===== config.mk =====
export PLATFORM = sky130hd
export DESIGN_NAME = mean_frame_collector
export DESIGN_NICKNAME = d
export VERILOG_FILES = /design/src/rtl/mean_frame_collector_pkg.sv /design/src/rtl/mean_frame_collector_slot_counter.sv /design/src/rtl/mean_frame_collector.sv
export SDC_FILE = /design/constraint.sdc
export NUM_CORES = 1
export LEC_CHECK = 0
export ABC_CLOCK_PERIOD_IN_PS = 4200
export BUFFER_PORTS_ARGS = -buffer_cell sky130_fd_sc_hd__buf_2
export CELL_PAD_IN_SITES_DETAIL_PLACEMENT = 2
export CELL_PAD_IN_SITES_GLOBAL_PLACEMENT = 2
export CORE_ASPECT_RATIO = 1.5
export CORE_MARGIN = 2
export CORE_UTILIZATION = 43
export DETAILED_ROUTE_END_ITERATION = 8
export PLACE_DENSITY = 0.84
export SLEW_MARGIN = 0
export SYNTH_ARGS = -nofsm -noshare
export SYNTH_HDL_FRONTEND = slang
export SYNTH_HIERARCHICAL = 1
export SYNTH_SLANG_ARGS = --single-unit

===== constraint.sdc =====
create_clock -name clk -period 4.2 [get_ports clk]
set_clock_uncertainty 0.15 [all_clocks]
set_input_delay 0.21 -clock clk [delete_from_list [all_inputs] [get_ports clk]]
set_output_delay 0.21 -clock clk [all_outputs]
set_load 0.01 [all_outputs]

===== src/rtl/mean_frame_collector_pkg.sv =====
// Shared types and width helpers for the mean-block frame collector.
// The helpers derive widths from the per-instance parameters N and B.
package mean_pkg;

  typedef enum logic {IDLE = 1'b0, FILL = 1'b1} mean_col_state_t;

  // Running-sum width: a frame of n samples of b bits never overflows this.
  function automatic int sum_width(input int b, input int n);
    return b + $clog2(n);
  endfunction

  // Width of a counter holding 0..n (at least one bit).
  function automatic int count_width(input int n);
    return (n < 2) ? 1 : $clog2(n + 1);
  endfunction

endpackage


===== src/rtl/mean_frame_collector_slot_counter.sv =====
// Modulo-N slot counter for the frame collector: increment, sync clear and
// load-1 (restart) controls, plus a flag marking the final slot.
module mean_slot_counter
  import mean_pkg::*;
#(
  parameter int N  = 5,
  parameter int CW = count_width(N)
) (
  input  logic          clk,
  input  logic          rst_n,
  input  logic          inc,
  input  logic          clr,
  input  logic          load1,
  output logic [CW-1:0] count,
  output logic          last
);

  localparam logic [CW-1:0] ZERO = {CW{1'b0}};
  // With a single slot the restart value wraps straight back to zero.
  localparam logic [CW-1:0] ONE  = (N == 1) ? {CW{1'b0}} : CW'(1);
  localparam logic [CW-1:0] LAST = CW'(N - 1);

  assign last = (count == LAST);

  // Slot index register; load1 wins over inc so a restart lands on slot 1.
  always_ff @(posedge clk or negedge rst_n) begin
    if (!rst_n) begin
      count <= ZERO;
    end else if (clr) begin
      count <= ZERO;
    end else if (load1) begin
      count <= ONE;
    end else if (inc) begin
      count <= last ? ZERO : count + CW'(1);
    end else begin
      count <= count;
    end
  end

endmodule


===== src/rtl/mean_frame_collector.sv =====
// Packs N serial samples into a parallel frame for the mean block.
// Optional FRAME_SUM_EN adds the o_sum output and its running accumulator.
module mean_frame_collector
  import mean_pkg::*;
#(
  parameter int N = 5,
  parameter int B = 10
) (
  input  logic                      clk,
  input  logic                      rst_n,
  input  logic                      i_dval,
  input  logic [B-1:0]              i_data,
  input  logic                      i_sof,
  output logic                      o_dval,
  output logic [B-1:0]              o_data [N],
  output logic [count_width(N)-1:0] o_count,
  output logic                      o_err
`ifdef FRAME_SUM_EN
  ,
  output logic [sum_width(B, N)-1:0] o_sum
`endif
);

  localparam int   CW     = count_width(N);
  localparam logic SINGLE = (N == 1);
  localparam logic MULTI  = (N > 1);

  mean_col_state_t state, next_state;
  logic [CW-1:0]   count;
  logic            last;
  logic            restart;
  logic            complete;
  logic            frame_start;
  logic [B-1:0]    shadow [N];

  mean_slot_counter #(.N(N), .CW(CW)) u_slot_counter (
    .clk   (clk),
    .rst_n (rst_n),
    .inc   (i_dval & ~restart),
    .clr   (1'b0),
    .load1 (restart),
    .count (count),
    .last  (last)
  );

  assign o_count = count;

  // FSM state register.
  always_ff @(posedge clk or negedge rst_n) begin
    if (!rst_n) begin
      state <= IDLE;
    end else begin
      state <= next_state;
    end
  end

  // FSM next-state logic; a restart keeps us filling from slot 1.
  always_comb begin
    next_state = state;
    case (state)
      IDLE: begin
        if (i_dval && MULTI) next_state = FILL;
        else                 next_state = IDLE;
      end
      FILL: begin
        if (restart)       next_state = FILL;
        else if (complete) next_state = IDLE;
        else               next_state = FILL;
      end
      default: next_state = IDLE;
    endcase
  end

  // FSM decode; i_sof on the final slot is a restart, never a completion.
  always_comb begin
    restart     = 1'b0;
    complete    = 1'b0;
    frame_start = 1'b0;
    case (state)
      IDLE: begin
        frame_start = i_dval;
        complete    = i_dval & SINGLE;
      end
      FILL: begin
        restart  = i_dval & i_sof;
        complete = i_dval & ~i_sof & last;
      end
      default: begin
        restart     = 1'b0;
        complete    = 1'b0;
        frame_start = 1'b0;
      end
    endcase
  end

  // Shadow capture of the partial frame.
  always_ff @(posedge clk or negedge rst_n) begin
    if (!rst_n) begin
      for (int i = 0; i < N; i++) shadow[i] <= {B{1'b0}};
    end else if (restart) begin
      shadow[0] <= i_data;
    end else if (i_dval) begin
      shadow[count] <= i_data;
    end else begin
      shadow <= shadow;
    end
  end

  // Output registers: the final sample bypasses the shadow into slot N-1.
  always_ff @(posedge clk or negedge rst_n) begin
    if (!rst_n) begin
      o_dval <= 1'b0;
      o_err  <= 1'b0;
      for (int i = 0; i < N; i++) o_data[i] <= {B{1'b0}};
    end else begin
      o_dval <= complete;
      o_err  <= restart;
      if (complete) begin
        for (int i = 0; i < N - 1; i++) o_data[i] <= shadow[i];
        o_data[N-1] <= i_data;
      end else begin
        o_data <= o_data;
      end
    end
  end

`ifdef FRAME_SUM_EN
  localparam int B_SUM = sum_width(B, N);

  logic [B_SUM-1:0] acc;

  // Running sum; a frame start reloads it so stale partial sums never leak.
  always_ff @(posedge clk or negedge rst_n) begin
    if (!rst_n) begin
      acc   <= {B_SUM{1'b0}};
      o_sum <= {B_SUM{1'b0}};
    end else begin
      if (frame_start || restart) begin
        acc <= B_SUM'(i_data);
      end else if (i_dval) begin
        acc <= acc + B_SUM'(i_data);
      end else begin
        acc <= acc;
      end
      if (complete) begin
        o_sum <= (frame_start ? {B_SUM{1'b0}} : acc) + B_SUM'(i_data);
      end else begin
        o_sum <= o_sum;
      end
    end
  end
`endif

endmodule


* Word-level counts from Yosys, hierarchy flattened
Index checks and enable logic that the tools add are counted.
** Word-level totals
- Bits of input ports :: 14
- Bits in latches :: 0
- Word-level logic and storage cells :: 44
- Memories :: 0
- Output and inout port bits :: 55
- Register bits after elaboration :: 106
- Bits in read-only memories :: 0
- Bits in writable memories :: 0
** Operators by class
- Shifts and indexed selects :: 0
- Divide/modulo/power cells :: 0
- Bitwise gates (word level) :: 8
- Reductions and logical operators :: 4
- $add $sub $neg :: 1
- $lt $le $gt $ge :: 2
- Multipliers :: 0
- Multiplexer cells :: 14
- Eq/ne operators :: 1
** Operators by type and width (number)
- bitwise mux 50 bit :: 1
- 2-to-1 mux 50 bit :: 1
- demux 10 bit (select 3 bit) :: 1
- 2-to-1 mux 10 bit :: 2
- 2-to-1 mux 3 bit :: 3
- bitwise AND 1 bit :: 4
- >= comparator 4 bit, second input constant :: 1
- less-than comparator 4 x 1 -> 1 bit, second input constant :: 1
- 2-to-1 mux 1 bit :: 4
- NOT 3 -> 4 bit :: 1
- case mux 1 bit (2 select lines) :: 2
- nonzero test 2 bit :: 2
- adder 3 x 1 -> 3 bit, second input constant :: 1
- equality test 3 bit, second input constant :: 1
- NOT 1 bit :: 3
- AND reduction 2 bit :: 1
- logical AND 1 bit :: 1

* Depth between registers and ports, before layout
Gate-level depths: netlist of the first run.
- Word-level depth :: 8
- Gate-level depth with buffers :: 7
- Gate-level depth less buffers :: 6

* Modules after synthesis
The synthesis of the first run kept the hierarchy.
** By module, submodules not included
- mean_frame_collector :: area each 3663.5 um2, seq. area each 2327.2 um2, times used 1, cells an instance 205
- mean_slot_counter :: area each 170.2 um2, seq. area each 75.1 um2, times used 1, cells an instance 17

* Least setup slack after synthesis of the first run
OpenSTA, ideal clock, no wires.
- Path kind :: register -> register
- From :: reg u_slot_counter.count[0]
- To :: reg o_data[0] (netlist name)
- Path buffers :: 1
- Library setup time :: 125 ps
- Arrival time :: 1562 ps
- Stages on the path, launching flop included :: 7
- Slack :: 2364 ps
- Required time :: 3925 ps
- Clock period less this slack :: 1836 ps
- Path through :: dfrtp_1 -> inv_1 -> ha_1 -> and2_1 -> nand4b_2 -> buf_6 -> mux2_2
** On the way
- Word-level cells in the longest chain between the ends :: 3
** RTL lines
- start, declared :: RTL line mean_frame_collector_slot_counter.sv:14 : output logic [CW-1:0] count,
- start signal, assigned :: RTL line mean_frame_collector_slot_counter.sv:34 : count <= last ? ZERO : count + CW'(1);
- start signal, assigned :: RTL line mean_frame_collector_slot_counter.sv:36 : count <= count;
- equality test 3 bit :: RTL line mean_frame_collector_slot_counter.sv:23 : assign last = (count == LAST);
- named net last :: RTL line mean_frame_collector.sv:30 : logic last;
- bitwise AND 1 bit :: RTL line mean_frame_collector.sv:86 : complete = i_dval & ~i_sof & last;
- case mux 1 bit (2 select lines) :: RTL line mean_frame_collector.sv:79 : case (state)
- end signal, assigned by index :: RTL line mean_frame_collector.sv:120 : o_data[N-1] <= i_data;
- end signal, assigned :: RTL line mean_frame_collector.sv:122 : o_data <= o_data;
- end, declared :: RTL line mean_frame_collector.sv:15 : output logic [B-1:0] o_data [N],
The timed path passes the listed nets, and every way through them passes these cells.
A chain may end at the register's enable or synchronous reset.

* Final worst setup path of the first run
- From :: reg u_slot_counter.count[0]
- To :: reg o_data[11] (netlist name)
Same word-level chain as after synthesis.

==> impl_metrics.toml, run 1 <==
[outcome]
outcome = "finished, final reports clean"

[global_routing]
grt_usage = 0.191
grt_pass1_wl_um = 13500
grt_overflow = 0
grt_max_degree = 55
grt_pass1_vias = 2378
antenna_found_initial = 0

[layout]
area_growth_pct = 19.7
final_cells = 411
num-nets-final = 313
drive_above_1_share = 0.601
antennaDiodeCount = 0

[drt]
wl_um = 8320
drtAntennaViolNets = 0
dr_total_vias = 2088
first_iter_violations = 43
first_pass_iters = 4
via_per_inst = 5.08
drc = 0
wire_per_inst_um = 20.2

[timing]
slew_headroom = 0.356
tns_ns = 0
slew_viol_final = 0
fmax_mhz = 388
rsz0062_at_grt = "false"
finalHoldViolations = 0
worst_slew_pin_slew_ns = 0.960
setup_slack_ns = 1.62
setup_viol = 0
period_needed_ns = 2.58
min_period_over_period = 0.614

[worst_setup_path]
max_stage_delay_ns = 0.74
critPathSlowestCell = "nand4b_4"
worstPathRequired_ns = 4.26
crit_start = "u_slot_counter/count[0]"
cp_max_fo = 51
critical_path.cell_chain = "inv_1 -> ha_1 -> and2_1 -> nand4b_4 -> mux2_2"
critPathCaptureType = "flop"
r2r_cells = 5
r2r-start = "u_slot_counter/count[0]"
start_kind = "flop"
crit_arrival_ns = 2.63
criticalPathCategory = "flop to flop"

[logic_synthesis]
synthAdderAreaFrac = 0.00653
synth-compound-area-share = 0.0108
synth_seq_cells = 96
yosys.area_share.simple = 0.0290
ys_warn_count = 6
yosysSeqAreaShare = 0.627
yosysUniqueCellTypes = 25
synth_top_family_by_area = "multiplexers"
synthMuxAreaShare = 0.296
syn_avg_cell_area_um2 = 17.3
netlist_area_um2 = 3830
synth_xor_area_frac = 0
syn_inst = 222

[power]
ir_worst_vdd_mv = 0.322
p_sw_frac = 0.208
comb_power_share = 0.081
power.leakage_nw = 2.52
power_frac_clock = 0.428
p_seq_frac = 0.491
pwr_density_cell_nw_per_um2 = 464
p_total_mw = 2.13
p_int_mw = 1.69
p_switching_uw = 442

[run]
maxCapViolCount = 0

[placed_design]
io_buffers = 68
gp_congestion = 0.763
post-place-ws_ns = 1.60
hpwl_um = 5420
dp.cells = 395

[cts]
h-tree-depth = 3
cts.clk_slew.worst_paths_ns = 0.06
clock_latency_ns = 0.33
post_cts_buffers = 0
clock_sinks = 96
root_buffer = "clkbuf_16"
cts_buffers = 9
cts_tree = "yes"
clk_path_buf_depth = 2

[floorplanning]
rows = 42
die-area_um2 = 9700
pin_count = 69
die_w_um = 81.1
die_h_um = 120
fp.coreArea_um2 = 8720
start_util = 0.439

[hold_path]
hold-path-cell-count = 2
min-delay-start = "i_data[9]"
min_path_type = "input pin to flop"
critical path: cells and delay by family, from the launching register on:
| family | cells | cell delay (ns) |
|---|---|---|
| buf+inv | 1 | 0.11 |
| simple gates | 2 | 0.95 |
| mux | 1 | 0.59 |
| fa+ha+maj | 1 | 0.16 |
| flops | 1 | 0.46 |
cell usage after synthesis:
master | n | area (um^2)
nor2_1 | 3 | 11.3
and2_2 | 1 | 7.51
and2_1 | 1 | 6.26
buf_12 | 1 | 20.0
mux2_2 | 60 | 676
and4_4 | 1 | 11.3
buf_6 | 7 | 78.8
mux2_4 | 30 | 450
nor3_1 | 1 | 5.00
nor2b_4 | 1 | 13.8
nand4b_2 | 1 | 15.0
ha_1 | 2 | 25.0
nand2_1 | 1 | 3.75
o211a_1 | 1 | 10.0
mux2i_1 | 1 | 10.0
nand4b_1 | 2 | 17.5
and3_2 | 1 | 7.51
nor4_1 | 1 | 6.26
a21oi_4 | 1 | 16.3
conb_1 | 1 | 3.75
or3_1 | 1 | 6.26
a21oi_1 | 3 | 15.0
dfrtp_1 | 96 | 2400
inv_1 | 3 | 11.3
inv_2 | 1 | 3.75
final cells by class:
class / instances / area, um^2
fill: 822 / 4130
tap: 110 / 138
multi-input combinational: 116 / 1330
sequential: 96 / 2400
clock inverter: 2 / 60.1
inverter: 4 / 15.0
timing repair buffer: 70 / 360
clock buffer: 13 / 280
final timing paths:
path	endpoint	slack (ns)
max	o_data[11]	1.62
min	shadow[39]	0.04
max reg2reg	o_data[11]	1.62
min reg2reg	o_data[3]	0.35
max in group asynchronous	shadow[22]	2.58
min in group asynchronous	o_err	0.31
cell families (layout without fill, tap and decap cells):
group	count (synthesis)	count (layout)
AOI/OAI and AO/OA	5	5
adders and majority gates	2	2
buffers and inverters	12	89
DFF	96	96
muxes	91	91
other	1	3
and+or+nand+nor	15	15
power by group through the flow:
| stage | combinational (mW) | clock [mW] | sequential [mW] |
|---|---|---|---|
| final | 0.173 | 0.910 | 1.05 |
| after global routing | 0.190 | 0.968 | 1.06 |
| after CTS | 0.178 | 0.935 | 1.05 |
| after detailed placement | 0.174 | 0 | 1.06 |
| after global placement | 0.165 | 0 | 1.05 |
| after floorplan | 0.116 | 0 | 1.05 |
state kept, by name, summed over array words and instances, names as in the netlist:
signal and cells:
o_data 50, shadow 40, u_slot_counter/count 3, o_dval 1, o_err 1, state 1
what timing repair did:
action                    in CTS  in global routing
resized for setup              0                  0
hold endpoints to repair      53                  0
hold buffers                   1                  0
cell usage in the layout (no fill, tap or decap), types with 2 or more instances in the layout:
cell       instances
a21oi_1            3
buf_2             67
buf_4              2
bufinv_16          2
clkbuf_16          9
clkbuf_8           4
conb_1             3
dfrtp_1           96
ha_1               2
inv_1              3
mux2_2            60
mux2_4            30
nand4b_1           2
nor2_1             3
layer usage:
metal	vias to the layer above	GRT usage	routed length (um)
li1	923	-	-
met1	1110	0.232	3260
met2	45	0.326	4600
met3	10	0.0444	294
met4	0	0.0678	164
met5	-	0	0
per-stage QoR:
step,hold WS [ns],utilization,area (um^2)
2_1_floorplan,-0.236,-,3840
3_3_place_gp,0.137,0.486,4240
3_5_place_dp,0.150,0.486,4240
4_1_cts,0.0277,0.526,4590
5_1_grt,0.0406,0.526,4590
6_report,0.0402,0.526,4590
No activity file was read; power rests on OpenSTA's default activity.
==> run 2: changes to the inputs <==
--- a/config.mk
+++ b/config.mk
@@ -5,15 +5,15 @@
 export SDC_FILE = /design/constraint.sdc
 export NUM_CORES = 1
 export LEC_CHECK = 0
-export ABC_CLOCK_PERIOD_IN_PS = 4200
+export ABC_CLOCK_PERIOD_IN_PS = 2600
 export BUFFER_PORTS_ARGS = -buffer_cell sky130_fd_sc_hd__buf_2
 export CELL_PAD_IN_SITES_DETAIL_PLACEMENT = 2
 export CELL_PAD_IN_SITES_GLOBAL_PLACEMENT = 2
 export CORE_ASPECT_RATIO = 1.5
 export CORE_MARGIN = 2
-export CORE_UTILIZATION = 43
+export CORE_UTILIZATION = 40
 export DETAILED_ROUTE_END_ITERATION = 8
-export PLACE_DENSITY = 0.84
+export PLACE_DENSITY = 0.79
 export SLEW_MARGIN = 0
 export SYNTH_ARGS = -nofsm -noshare
 export SYNTH_HDL_FRONTEND = slang
==> constraint.sdc (replaced) <==
create_clock -name clk -period 2.6 [get_ports clk]
set_clock_uncertainty 0.15 [all_clocks]
set_input_delay 0.13 -clock clk [delete_from_list [all_inputs] [get_ports clk]]
set_output_delay 0.13 -clock clk [all_outputs]
set_load 0.01 [all_outputs]
==> run 2 against run 1 <==
Effect of this change:
- first-iteration DRC count decreased by 16%
- maximum frequency increased by 18%
- routed wire length increased by 3.6%
- clock-buffer cell count decreased by 4
- final cell count increased by 4.4%
- non-clock buffer count increased by 16
==> impl_metrics.toml, run 2 (synthesis gave the netlist of run 1 again) <==
[outcome]
outcome = "finished, final reports clean"

[worst_setup_path]
worstPathRequired_ns = 2.67
crit_start = "u_slot_counter/count[0]"
r2r-start = "u_slot_counter/count[0]"
cp_max_fo = 16
r2r_cells = 6
crit_end = "o_data[42]"
criticalPathCategory = "flop to flop"
critPathCaptureType = "flop"
start_kind = "flop"
rrSetupSlack_ns = 0.41
crit_arrival_ns = 2.26
r2r-end = "o_data[42]"

[timing]
min_period_over_period = 0.842
setup_viol = 0
finalHoldViolations = 0
slew_viol_final = 0
slew_headroom = 0.653
rsz0062_at_grt = "false"
worst_slew_pin_slew_ns = 0.520
fmax_mhz = 457
tns_ns = 0
period_needed_ns = 2.19

[global_routing]
grt_pass1_vias = 2457
grt_overflow = 0
grt_max_degree = 41
antenna_found_initial = 0
grt_usage = 0.183
grt_pass1_wl_um = 14000

[drt]
wire_per_inst_um = 20.1
drc = 0
first_pass_iters = 4
drtAntennaViolNets = 0
via_per_inst = 5.04
first_iter_violations = 36
dr_total_vias = 2164
wl_um = 8620

[layout]
fillCellCount = 845
largest_reg_flops = 50
antennaDiodeCount = 0
num-nets-final = 329
largestRegisters = "o_data x50, shadow x40, u_slot_counter/count x3"
area_growth_pct = 23.7
final_core_util = 0.510
drive_above_1_share = 0.590
final_cells = 429
top_register = "o_data"
mostFrequentLayoutCell = "dfrtp_1"
final_cell_mix = "96 x dfrtp_1, 67 x buf_2, 60 x mux2_2"

[floorplanning]
die_w_um = 83.9
die-area_um2 = 10400
fp.coreArea_um2 = 9310
rows = 43
pin_count = 69
start_util = 0.412
die_h_um = 124

[power]
p_total_mw = 3.46
ir_worst_vdd_mv = 0.372
pwr_density_cell_nw_per_um2 = 730
power.leakage_nw = 2.60

[cts]
root_buffer = "clkbuf_16"
clk_path_buf_depth = 2
clock_latency_ns = 0.35
cts.clk_slew.worst_paths_ns = 0.06
cts_tree = "yes"
cts_buffers = 9
cts_resized = 0
clock_sinks = 96
h-tree-depth = 3

[run]
maxCapViolCount = 0

[placed_design]
hpwl_um = 5830
gp_congestion = 0.751
dp.cells = 403
io_buffers = 68

[hold_path]
min_path_type = "input pin to flop"
run 2: cell count changes in the layout (fill, tap and decap cells not counted), sizes merged:
| cell | change |
|---|---|
| clkbuf | -4 |
| clkinv | +3 |
| bufinv | +1 |
| buf | +6 |
| dlygate4sd3 | +10 |
run 2: worst min-delay path by stage:
stage                     startpoint    endpoint  slack [ns]  cells after the start
after CTS                      i_sof       o_err        0.03                      2
after global placement         rst_n   o_data[0]       -0.01                      1
after floorplan                rst_n   o_data[0]       -0.32                      0
after detailed placement       rst_n   o_data[0]       0.002                      1
final                      i_data[8]  shadow[28]        0.01                      2
after global routing           i_sof       o_err        0.03                      2
run 2: final cells by class:
cell class | count | area (um^2) | area share
flip-flops and latches | 96 | 2400 | 0.506
well taps | 112 | 140 | 0.0295
inverters | 4 | 15.0 | 0.00317
repair buffers | 86 | 518 | 0.109
clock buffers | 9 | 225 | 0.0475
multi-input cells | 116 | 1330 | 0.281
clock inverters | 6 | 109 | 0.0229
run 2: worst max-delay path, cell delays in order (launching register included):
cell,delay (ns)
dfrtp_1,0.48
inv_1,0.08
ha_1,0.22
and2_1,0.20
nand4b_4,0.28
buf_4,0.30
mux2_2,0.36
run 2: layer usage:
layer  wire length [um]  part of all wire  global-route usage  vias to the layer above
met5                  0                 0                   0                        -
met4                172             0.020              0.0877                        0
met3                257             0.030              0.0325                       11
met2               4890              0.57               0.330                       49
met1               3300              0.38               0.210                     1143
li1                   -                 -                   -                      961
run 2: where the power goes:
group | total (mW) | internal (mW) | switching, mW
Clock | 1.48 | 0.932 | 0.549
Combinational | 0.295 | 0.180 | 0.115
Sequential | 1.69 | 1.61 | 0.0750
Total | 3.46 | 2.73 | 0.739
run 2: metrics by stage:
| step | hold slack (ns) | setup slack (ns) | area, um^2 |
|---|---|---|---|
| 2_1_floorplan | -0.316 | 0.764 | 3840 |
| 5_1_grt | 0.0301 | 0.256 | 4740 |
| 4_1_cts | 0.0255 | 0.394 | 4740 |
| 3_5_place_dp | 0.00193 | 0.410 | 4300 |
| 3_3_place_gp | -0.0122 | 0.516 | 4300 |
| 6_report | 0.0112 | 0.410 | 4740 |
run 2: timing repair:
action                    CTS  global route
setup buffers               0             0
hold endpoints to repair   83             0
hold buffers               11             0
